### src/rtl/ofdm_rx_80216_if.sv
// Sample-in / soft-byte-out bus of the 802.16 OFDM receiver front end.
// The master drives samples and the downstream ack; the slave is the receiver.
interface ofdm_rx_80216_if;
    logic [15:0] i_ch_i;
    logic [15:0] q_ch_i;
    logic        cyc_i;
    logic        stb_i;
    logic        ack_o;
    logic [3:0]  snr;
    logic [7:0]  dat_o;
    logic        we_o;
    logic        stb_o;
    logic        cyc_o;
    logic        ack_i;

    modport master (
        output i_ch_i, q_ch_i, cyc_i, stb_i, snr, ack_i,
        input  ack_o, dat_o, we_o, stb_o, cyc_o
    );

    modport slave (
        input  i_ch_i, q_ch_i, cyc_i, stb_i, snr, ack_i,
        output ack_o, dat_o, we_o, stb_o, cyc_o
    );
endinterface

### src/rtl/ofdm_rx_80216.sv
// OFDM receiver front end: strips the cyclic prefix of each symbol and turns every
// remaining I/Q sample into two SNR-scaled, saturated signed soft-bit bytes.
module ofdm_rx_80216 #(
    parameter int SYM_LEN = 288,
    parameter int CP_LEN  = 32
) (
    input  logic               clk,
    input  logic               rst,
    ofdm_rx_80216_if.slave     bus
);
    localparam int POS_W = (SYM_LEN > 1) ? $clog2(SYM_LEN) : 1;
    localparam logic [POS_W-1:0] POS_LAST = POS_W'(SYM_LEN - 1);
    localparam logic [POS_W-1:0] CP_END   = POS_W'(CP_LEN);

    typedef enum logic [1:0] {
        HOLD_EMPTY = 2'd0,
        HOLD_I     = 2'd1,
        HOLD_Q     = 2'd2
    } hold_state_t;

    // Arithmetic right shift followed by a symmetric clamp to [-127, +127].
    function automatic logic [7:0] soft_byte(input logic [15:0] sample, input logic [3:0] shamt);
        logic signed [15:0] shifted;
        shifted = $signed(sample) >>> shamt;
        if (shifted > 16'sd127) begin
            soft_byte = 8'h7f;
        end else if (shifted < -16'sd127) begin
            soft_byte = 8'h81;
        end else begin
            soft_byte = shifted[7:0];
        end
    endfunction

    // Higher SNR codes keep more of the sample's magnitude; codes above 8 saturate at no shift.
    function automatic logic [3:0] shift_of(input logic [3:0] code);
        if (code >= 4'd8) begin
            shift_of = 4'd0;
        end else begin
            shift_of = 4'd8 - code;
        end
    endfunction

    hold_state_t      state_q;
    logic [7:0]       dat_q;
    logic [7:0]       q_byte_q;
    logic             stb_q;

    logic [POS_W-1:0] pos_q,   pos_d;
    logic [3:0]       snr_q,   snr_d;
    logic             cyc_o_q, cyc_o_d;
    logic             drain_q, drain_d;

    logic             in_cp_s;
    logic             ack_s;
    logic             load_s;
    logic             first_s;
    logic [3:0]       shamt_s;

    assign in_cp_s = (pos_q < CP_END);
    assign ack_s   = ~rst & bus.cyc_i & bus.stb_i & ~drain_q
                   & (in_cp_s | (state_q == HOLD_EMPTY));
    assign load_s  = ack_s & ~in_cp_s;
    // cyc_o is still low on the first accepted sample of a frame.
    assign first_s = ack_s & ~cyc_o_q;
    assign shamt_s = shift_of(first_s ? bus.snr : snr_q);

    // Next-state logic for symbol position, latched SNR and frame/drain tracking.
    always_comb begin
        pos_d   = pos_q;
        snr_d   = snr_q;
        cyc_o_d = cyc_o_q;
        drain_d = drain_q;

        if (!bus.cyc_i) begin
            pos_d = '0;
        end else if (ack_s) begin
            pos_d = (pos_q == POS_LAST) ? '0 : pos_q + POS_W'(1);
        end else begin
            pos_d = pos_q;
        end

        if (first_s) begin
            snr_d = bus.snr;
        end else begin
            snr_d = snr_q;
        end

        // Drain completion wins over everything else so a waiting frame starts clean.
        if (drain_q && (state_q == HOLD_EMPTY)) begin
            cyc_o_d = 1'b0;
            drain_d = 1'b0;
        end else if (cyc_o_q && !bus.cyc_i) begin
            cyc_o_d = 1'b1;
            drain_d = 1'b1;
        end else if (first_s) begin
            cyc_o_d = 1'b1;
            drain_d = drain_q;
        end else begin
            cyc_o_d = cyc_o_q;
            drain_d = drain_q;
        end
    end

    // Frame-control registers.
    always_ff @(posedge clk) begin
        if (rst) begin
            pos_q   <= '0;
            snr_q   <= 4'd0;
            cyc_o_q <= 1'b0;
            drain_q <= 1'b0;
        end else begin
            pos_q   <= pos_d;
            snr_q   <= snr_d;
            cyc_o_q <= cyc_o_d;
            drain_q <= drain_d;
        end
    end

    // One-sample hold: presents the I byte, then the Q byte, then frees the slot.
    always_ff @(posedge clk) begin
        if (rst) begin
            state_q  <= HOLD_EMPTY;
            dat_q    <= 8'd0;
            q_byte_q <= 8'd0;
            stb_q    <= 1'b0;
        end else begin
            case (state_q)
                HOLD_EMPTY: begin
                    if (load_s) begin
                        state_q  <= HOLD_I;
                        dat_q    <= soft_byte(bus.i_ch_i, shamt_s);
                        q_byte_q <= soft_byte(bus.q_ch_i, shamt_s);
                        stb_q    <= 1'b1;
                    end else begin
                        state_q  <= HOLD_EMPTY;
                        stb_q    <= 1'b0;
                    end
                end
                HOLD_I: begin
                    if (bus.ack_i) begin
                        state_q <= HOLD_Q;
                        dat_q   <= q_byte_q;
                    end else begin
                        state_q <= HOLD_I;
                    end
                end
                HOLD_Q: begin
                    if (bus.ack_i) begin
                        state_q <= HOLD_EMPTY;
                        stb_q   <= 1'b0;
                    end else begin
                        state_q <= HOLD_Q;
                    end
                end
                default: begin
                    state_q <= HOLD_EMPTY;
                    stb_q   <= 1'b0;
                end
            endcase
        end
    end

    assign bus.ack_o = ack_s;
    assign bus.stb_o = stb_q;
    assign bus.we_o  = stb_q;
    assign bus.cyc_o = cyc_o_q;
    assign bus.dat_o = dat_q;
endmodule

### src/flat_wrapper.sv
// flat-port wrapper written by rule: the top's interface ports become plain ports
module ofdm_rx_80216_flat 
#(
    parameter int SYM_LEN = 288,
    parameter int CP_LEN  = 32
)
  (clk, rst, bus_i_ch_i, bus_q_ch_i, bus_cyc_i, bus_stb_i, bus_snr, bus_ack_i, bus_ack_o, bus_dat_o, bus_we_o, bus_stb_o, bus_cyc_o);
  ofdm_rx_80216_if bus_i ();
  input  logic clk;
  input  logic rst;
  input wire logic [$bits(bus_i.i_ch_i)-1:0] bus_i_ch_i;
  input wire logic [$bits(bus_i.q_ch_i)-1:0] bus_q_ch_i;
  input wire logic [$bits(bus_i.cyc_i)-1:0] bus_cyc_i;
  input wire logic [$bits(bus_i.stb_i)-1:0] bus_stb_i;
  input wire logic [$bits(bus_i.snr)-1:0] bus_snr;
  input wire logic [$bits(bus_i.ack_i)-1:0] bus_ack_i;
  output wire logic [$bits(bus_i.ack_o)-1:0] bus_ack_o;
  output wire logic [$bits(bus_i.dat_o)-1:0] bus_dat_o;
  output wire logic [$bits(bus_i.we_o)-1:0] bus_we_o;
  output wire logic [$bits(bus_i.stb_o)-1:0] bus_stb_o;
  output wire logic [$bits(bus_i.cyc_o)-1:0] bus_cyc_o;
  assign bus_i.i_ch_i = bus_i_ch_i;
  assign bus_i.q_ch_i = bus_q_ch_i;
  assign bus_i.cyc_i = bus_cyc_i;
  assign bus_i.stb_i = bus_stb_i;
  assign bus_i.snr = bus_snr;
  assign bus_i.ack_i = bus_ack_i;
  assign bus_ack_o = bus_i.ack_o;
  assign bus_dat_o = bus_i.dat_o;
  assign bus_we_o = bus_i.we_o;
  assign bus_stb_o = bus_i.stb_o;
  assign bus_cyc_o = bus_i.cyc_o;
  ofdm_rx_80216 #(.SYM_LEN(SYM_LEN), .CP_LEN(CP_LEN)) u_core (.clk(clk), .rst(rst), .bus(bus_i));
endmodule
### config.mk
export PLATFORM = sky130hd
export DESIGN_NAME = ofdm_rx_80216_flat
export DESIGN_NICKNAME = d
export VERILOG_FILES = /design/src/rtl/ofdm_rx_80216_if.sv /design/src/rtl/ofdm_rx_80216.sv /design/src/flat_wrapper.sv
export SDC_FILE = /design/constraint.sdc
export NUM_CORES = 1
export LEC_CHECK = 0
export CAP_MARGIN = 20
export CORE_AREA = 4 4 132 71
export DETAILED_ROUTE_END_ITERATION = 10
export DIE_AREA = 0 0 136 75
export HOLD_SLACK_MARGIN = 0.06
export PLACE_DENSITY = 0.73
export SYNTH_ARGS = -nofsm -noshare
export SYNTH_HDL_FRONTEND = slang
export SYNTH_SLANG_ARGS = --single-unit
### constraint.sdc
create_clock -name clk -period 4.51 [get_ports clk]
set_input_delay 1.1275 -clock clk [delete_from_list [all_inputs] [get_ports clk]]
set_output_delay 1.1275 -clock clk [all_outputs]
set_load 0.005 [all_outputs]
==> summary.txt, run 1 <==
STA
  • Final Hold Viols: 0
  • Max transition margin: about half
  • Endpoints failing setup: 0
  • Clk_skew: 3.494 ps
  • Fin Setup TNS: 0 ps
  • Fin. max-slew vios: 0
  • Fin crit share: between 90 and 100%
  • Tmin final: approximately 4500 ps
  • Fmax: 0.2234 GHz
  • Final WS setup: roughly 34 ps
  • Worst-Margin Slew: between 700 and 800 ps

Floorplanning
  • Die Area: around 10000 um^2
  • Core Box Area: 8318 um^2
  • FP Rows: 24
  • Initial Util: approximately two fifths
  • Ports: between 50 and 60
  • Die X: between 100 and 150 um
  • Die Height: 75 um

Yosys
  • YS warnings: 0
  • Post-synthesis average cell area: between 7 and 8 um^2
  • Mapped Cells: 451
  • Synth area leaders: dfxtp_1, mux2i_1, nor2_1
  • Fraction of the yosys area taken by sequential cells: between 10% and 20%
  • Synthesized area: between 3000 and 4000 um^2
  • Yosys reg bits: 34
  • Post-Synthesis Net Count: ~500
  • Asr flop ratio synth: 0%
  • Ys flop type: dfxtp_1
  • Netlist cell types: just under 70
  • Number of synthesized flops with an enable pin: 0
  • Top-area cell type share of the netlist area: roughly 20%
  • Yosys top cell by area: dfxtp_1

Drt
  • Antenna Nets Post-Route: 0
  • DRC: 0
  • Final wirelength: 12430 um
  • Avg WL per Cell: between 15 and 20 um
  • DRT iter0 DRCs: 300
  • Length of the first detailed-routing pass in iterations: 5
  • Drt via density: about 5.8
  • Vias: about 4000

Setup path
  • Slowest stage delay, CP: between 400 and 500 ps
  • CP arrival: approximately 4700 ps
  • Top delay family on crit path: compound AO/OA/AOI/OAI gates
  • CP Launch Type: input port
  • WP buf/inv: 5
  • Critical path data required time: 4690 ps
  • Critical Path End Type: flip-flop
  • Slowest cell on the critical path: o311ai_4
  • Worst-path maximum fanout: 7
  • Crit path kind: input port to flip-flop
  • CP Cell Sequence: dlygate4sd2_1, nor4bb_4, o211ai_1, mux2i_1, ha_1, buf_6, buf_6, nor2_1, mux2i_2, buf_4, a21oi_1, a311oi_1, buf_4, nand4_1, o311ai_4, nand3b_1, a22o_1

Power
  • Logic pwr share: a little under half
  • PD cells: 261.5 nW/um^2
  • Register share of total power: a little under a quarter
  • Sw power: 0.0004463 W
  • Clk pwr share: a little under a third
  • Internal power: slightly below 0.0009 W
  • Leakage power: roughly 2.1 nW
  • Sw Ratio: ~34%
  • VDD IR-drop max: between 0.15 and 0.2 mV

Final layout
  • # diodes: 0
  • Commonest non-fill, non-tap cell in the layout: buf_4
  • Net count, final: a little over 600
  • Most frequent cells in the layout: buf_4, nor2_1, mux2i_1, clkdlybuf4s50_1, nand2_1
  • Non-filler cells, final: between 600 and 700
  • Layout area overhead: 46.22%
  • Cell area after layout: a little over 5000 um^2
  • Share of cells above drive strength 1: 27.10%

Clocking
  • Clock root cell: clkbuf_16
  • CTS sink count: 34
  • Worst skew pair latency: between 200 and 300 ps
  • CTS buffer count: 5
  • Clock transition at path regs: about 50 ps
  • Clock Path Buffers: 2
  • CTS tree: yes
  • H-tree lvl count: 2

Min path
  • Hold WC Path Type: flip-flop to flip-flop

Placement
  • Placement Cell Area: 4549 um^2
  • Buffers on Ports: 52
  • Setup WS pre-CTS: -671.1 ps
  • Final GP Congestion: 0.9954
  • Hpwl dp: 9252 um
  • Inst Count DP: 664

GRT
  • GRT Total Usage: approximately 24%
  • Vias in the first global route: 3974
  • Initial antenna violation count: 0
  • First-pass GRT wire length: about 20000 um
  • Largest net degree at the start of global routing: 24
  • GR Overflow Total: 0

Run
  • Max_cap viols: 0

Run status
  • Outcome: finished, final reports clean
[routing by layer]
| layer | global-route usage, % | vias to the layer above | wire (um) |
|---|---|---|---|
| li1 | - | 1935 | - |
| met1 | 35.92 | 1894 | 5967 |
| met2 | 36.77 | 183 | 5272 |
| met3 | 5.674 | 16 | 1084 |
| met4 | 4.581 | 0 | 102 |
| met5 | 0 | - | 0 |
[area by class of cell]
type / instances / area, um^2
sequential: 34 / 680.7
clock buffer: 6 / 138.9
multi-input combinational: 373 / 2753
timing repair buffer: 148 / 1245
clock inverter: 1 / 30.03
tap: 117 / 146.4
inverter: 10 / 37.54
fill: 714 / 3287
[metrics by stage]
step	util, %	hold slack, ps	power [W]
2_1_floorplan	-	454.4	0.0006045
3_3_place_gp	54.69	467.5	0.0008224
3_5_place_dp	54.69	463.3	0.0008300
4_1_cts	59.09	480.4	0.001274
5_1_grt	60.48	488.5	0.001373
6_report	60.48	482.2	0.001316
[what timing repair did]
| action | 4_1_cts | 5_1_grt |
|---|---|---|
| pin swaps | 13 | 15 |
| buffers inserted | 12 | 6 |
| hold buffers | 0 | 0 |
| endpoints found under the setup margin | 14 | 14 |
| gates resized for setup | 24 | 22 |
[cell usage after synthesis, types with 4 or more instances]
cell type and instances:
o21ai_0 11, inv_1 10, mux2i_1 56, and2_1 4, a31oi_1 7, nor2_1 60
a211oi_1 12, clkbuf_1 16, nor3_1 18, nand2_1 39, a311oi_1 4, a21oi_1 28
nand2b_1 7, dfxtp_1 34, o22ai_1 4, buf_2 13, xor2_1 6, nand3_1 20
a22o_1 7, nor4_1 6, nand4_1 6
[registers in the layout, summed over array words and instances, names as in the netlist]
name              count
u_core.bus.cyc_o      1
u_core.q_byte_q       8
u_core.state_q        2
u_core.drain_q        1
u_core.bus.dat_o      8
u_core.snr_q          4
u_core.bus.stb_o      1
u_core.pos_q          9
[cell families after synthesis]
logic type,Yosys count,synth area share [%]
compound gates,118,26.00
xor+xnor,9,2.291
fa+ha+maj,3,1.091
buf+inv,44,5.818
flops,34,19.78
mux,66,20.76
simple gates,177,24.26
[power groups by stage]
stage / Clock, W / Combinational, W / Sequential (W)
global placement: 0 / 0.000510 / 0.000312
CTS: 0.000405 / 0.000563 / 0.000306
floorplan: 0 / 0.000293 / 0.000311
finish: 0.000403 / 0.000607 / 0.000306
detailed placement: 0 / 0.000518 / 0.000312
global route: 0.000418 / 0.000648 / 0.000306
[final timing paths]
kind         slack, ps                  end           startpoint  cells after the start
max                 30   u_core.q_byte_q[0]            bus_cyc_i                     17
min                480  u_core.bus.dat_o[6]  u_core.bus.dat_o[6]                      1
max reg2reg        470   u_core.q_byte_q[0]      u_core.pos_q[5]                     16
min reg2reg        480  u_core.bus.dat_o[6]  u_core.bus.dat_o[6]                      1
Note: power is estimated with default switching activity, not from simulation.
==> run 2: changes to the inputs <==
--- a/config.mk
+++ b/config.mk
@@ -11,6 +11,7 @@
 export DIE_AREA = 0 0 136 75
 export HOLD_SLACK_MARGIN = 0.06
 export PLACE_DENSITY = 0.73
+export SETUP_SLACK_MARGIN = 0.2
 export SYNTH_ARGS = -nofsm -noshare
 export SYNTH_HDL_FRONTEND = slang
 export SYNTH_SLANG_ARGS = --single-unit
==> run 2 against run 1 <==
Compared with the run above: routed wire length rose by 3.6%; final cell count fell by 0.73%; global-route usage rose by 0.47 points; non-clock buffer count fell by 6; first-iteration DRC count rose by 14%; sequential share of layout area fell by 0.22 points; fmax rose by 4.1%; sequential power barely moved; core utilization rose by 1.0 points; via count rose by 2.0%; hold slack got worse by 5.1 ps; critical path type unchanged; largest power group unchanged.
==> summary.txt, run 2 (same netlist as run 1, synthesis figures left out) <==
Run status
  • Outcome: finished, final reports clean

Drt
  • Met3 WL: ~1300 um
  • Avg WL per Cell: between 15 and 20 um
  • DRT iter0 DRCs: ~340
  • Length of the first detailed-routing pass in iterations: 5
  • Antenna Nets Post-Route: 0
  • Metal2 WL: 5382 um
  • Wl on met1: about 6000 um
  • DRC: 0
  • Final wirelength: 12880 um
  • Drt via density: 6.007
  • Top Layer Used: met4
  • Vias: between 4000 and 5000

STA
  • Max transition margin: 47.29%
  • Fin Setup TNS: 0 ps
  • Clk_skew: between 2 and 3 ps
  • Fmax: between 0.2 and 0.25 GHz
  • Fin crit share: a little over nine tenths
  • Final Hold Viols: 0
  • Worst-Margin Slew: about 780 ps
  • RSZ-0062 raised after global routing: yes
  • Fin. max-slew vios: 0
  • Endpoints failing setup: 0
  • Final WS setup: 208.7 ps
  • Tmin final: approximately 4300 ps

Final layout
  • Layout area overhead: 48.65%
  • Cell area after layout: a little over 5000 um^2
  • # diodes: 0
  • Max reg flops: 9
  • Commonest non-fill, non-tap cell in the layout: buf_4
  • Most frequent cells in the layout: buf_4, nor2_1, mux2i_1, clkdlybuf4s50_1, nand2_1
  • Final Util: 61.49%
  • Net count, final: 610
  • Top reg by flops: u_core.pos_q
  • Share of cells above drive strength 1: between 20% and 30%

Floorplanning
  • Die Area: a little over 10000 um^2
  • Die X: 136 um
  • FP Rows: 24
  • Die Height: about 75 um
  • Ports: 53
  • Initial Util: roughly two fifths
  • Core Box Area: slightly above 8000 um^2

GRT
  • Initial antenna violation count: 0
  • GR Overflow Total: 0
  • Vias in the first global route: around 3900
  • Largest net degree at the start of global routing: 24
  • First-pass GRT wire length: about 20000 um
  • GRT Total Usage: roughly 25%

Placement
  • Placement Cell Area: roughly 4600 um^2
  • Final GP Congestion: between 1 and 1.5
  • Setup WS pre-CTS: -500.5 ps
  • Buffers on Ports: 52
  • Hpwl dp: 9364 um

Clocking
  • Clock root cell: clkbuf_16
  • CTS tree: yes
  • CTS buffer count: 5
  • Clock Path Buffers: 2
  • Clock transition at path regs: 50 ps
  • H-tree lvl count: 2
  • Hold-fix buffers, CTS: 0
  • CTS sink count: 34
  • Worst skew pair latency: ~280 ps

Power
  • VDD IR-drop max: around 0.19 mV
  • PD cells: 251.5 nW/um^2
  • Leakage power: 2.119 nW
  • Total power: around 0.0013 W

Setup path
  • Critical path data required time: between 4000 and 5000 ps
  • Critical Path End Type: flip-flop
  • CP Launch Type: input port
  • Worst r2r path cells: 14
  • Crit. Startpoint: rst
  • Reg2reg setup slack: slightly below 600 ps
  • Crit path kind: input port to flip-flop
  • Worst-path maximum fanout: 4
  • CP arrival: 4490 ps
  • RR Endpoint: u_core.bus.dat_o[0]
  • Crit path to: u_core.bus.dat_o[0]
  • Reg-to-Reg Start: u_core.pos_q[5]

Run
  • Max_cap viols: 0

Min path
  • Hold WC Path Type: flip-flop to flip-flop
## run 2: cell types whose count changed in the layout (fill, tap and decap cells not counted), sizes merged
cell,delta
buf,-4
bufinv,-1
clkinv,+1
dlygate4sd2,-1
## run 2: metrics by stage
| step | hold slack [ps] | cells |
|---|---|---|
| 6_report | 477.1 | 684 |
| 5_1_grt | 507.0 | 684 |
| 4_1_cts | 479.2 | 679 |
| 3_5_place_dp | 466.9 | 658 |
| 3_3_place_gp | 471.3 | 658 |
| 2_1_floorplan | 454.4 | 451 |
## run 2: critical path, cell delays in order
cell	delay (ps)
buf_8	100
nor4bb_4	280
o211ai_1	280
mux2i_2	370
ha_4	220
xor2_2	180
nor2_2	70
mux2_4	310
buf_6	140
a21oi_4	130
buf_4	140
mux2i_1	210
o2bb2ai_2	110
or4_4	530
a2111oi_4	290
## run 2: where the power goes
part / total, W / internal, W / switching [W] / leakage [nW]
Sequential: 0.000307 / 0.000303 / 0.00000404 / 0.274
Combinational: 0.000637 / 0.000309 / 0.000328 / 1.77
Clock: 0.000342 / 0.000219 / 0.000124 / 0.0739
Total: 0.00129 / 0.000831 / 0.000456 / 2.12
## run 2: metal layers
metal | track usage (%) | vias to the layer above
met5 | 0 | -
li1 | - | 1919
met2 | 36.88 | 224
met3 | 7.076 | 20
met1 | 36.54 | 1946
met4 | 3.911 | 0
## run 2: worst min path at each step
stage	from	to	slack, ps	depth (start not counted)
floorplan	u_core.q_byte_q[7]	u_core.q_byte_q[7]	450	2
global placement	u_core.q_byte_q[7]	u_core.bus.dat_o[7]	470	2
detailed placement	u_core.bus.dat_o[6]	u_core.bus.dat_o[6]	470	1
CTS	u_core.bus.dat_o[6]	u_core.bus.dat_o[6]	480	1
global route	u_core.bus.dat_o[4]	u_core.bus.dat_o[4]	510	1
finish	u_core.bus.dat_o[4]	u_core.bus.dat_o[4]	480	1
## run 2: area by class of cell
| class | instances | area (um^2) |
|---|---|---|
| multi-input combinational | 373 | 2865 |
| timing repair buffer | 142 | 1237 |
| fill | 719 | 3203 |
| tap | 117 | 146.4 |
| sequential | 34 | 680.7 |
| clock inverter | 1 | 5.005 |
| inverter | 10 | 37.54 |
| clock buffer | 7 | 142.6 |
## run 2: what timing repair did
action / in CTS / in global routing
pin swaps: 13 / 18
setup buffers: 13 / 5
resized for setup: 34 / 29
hold endpoints to repair: 0 / 0
setup endpoints to repair: 14 / 14
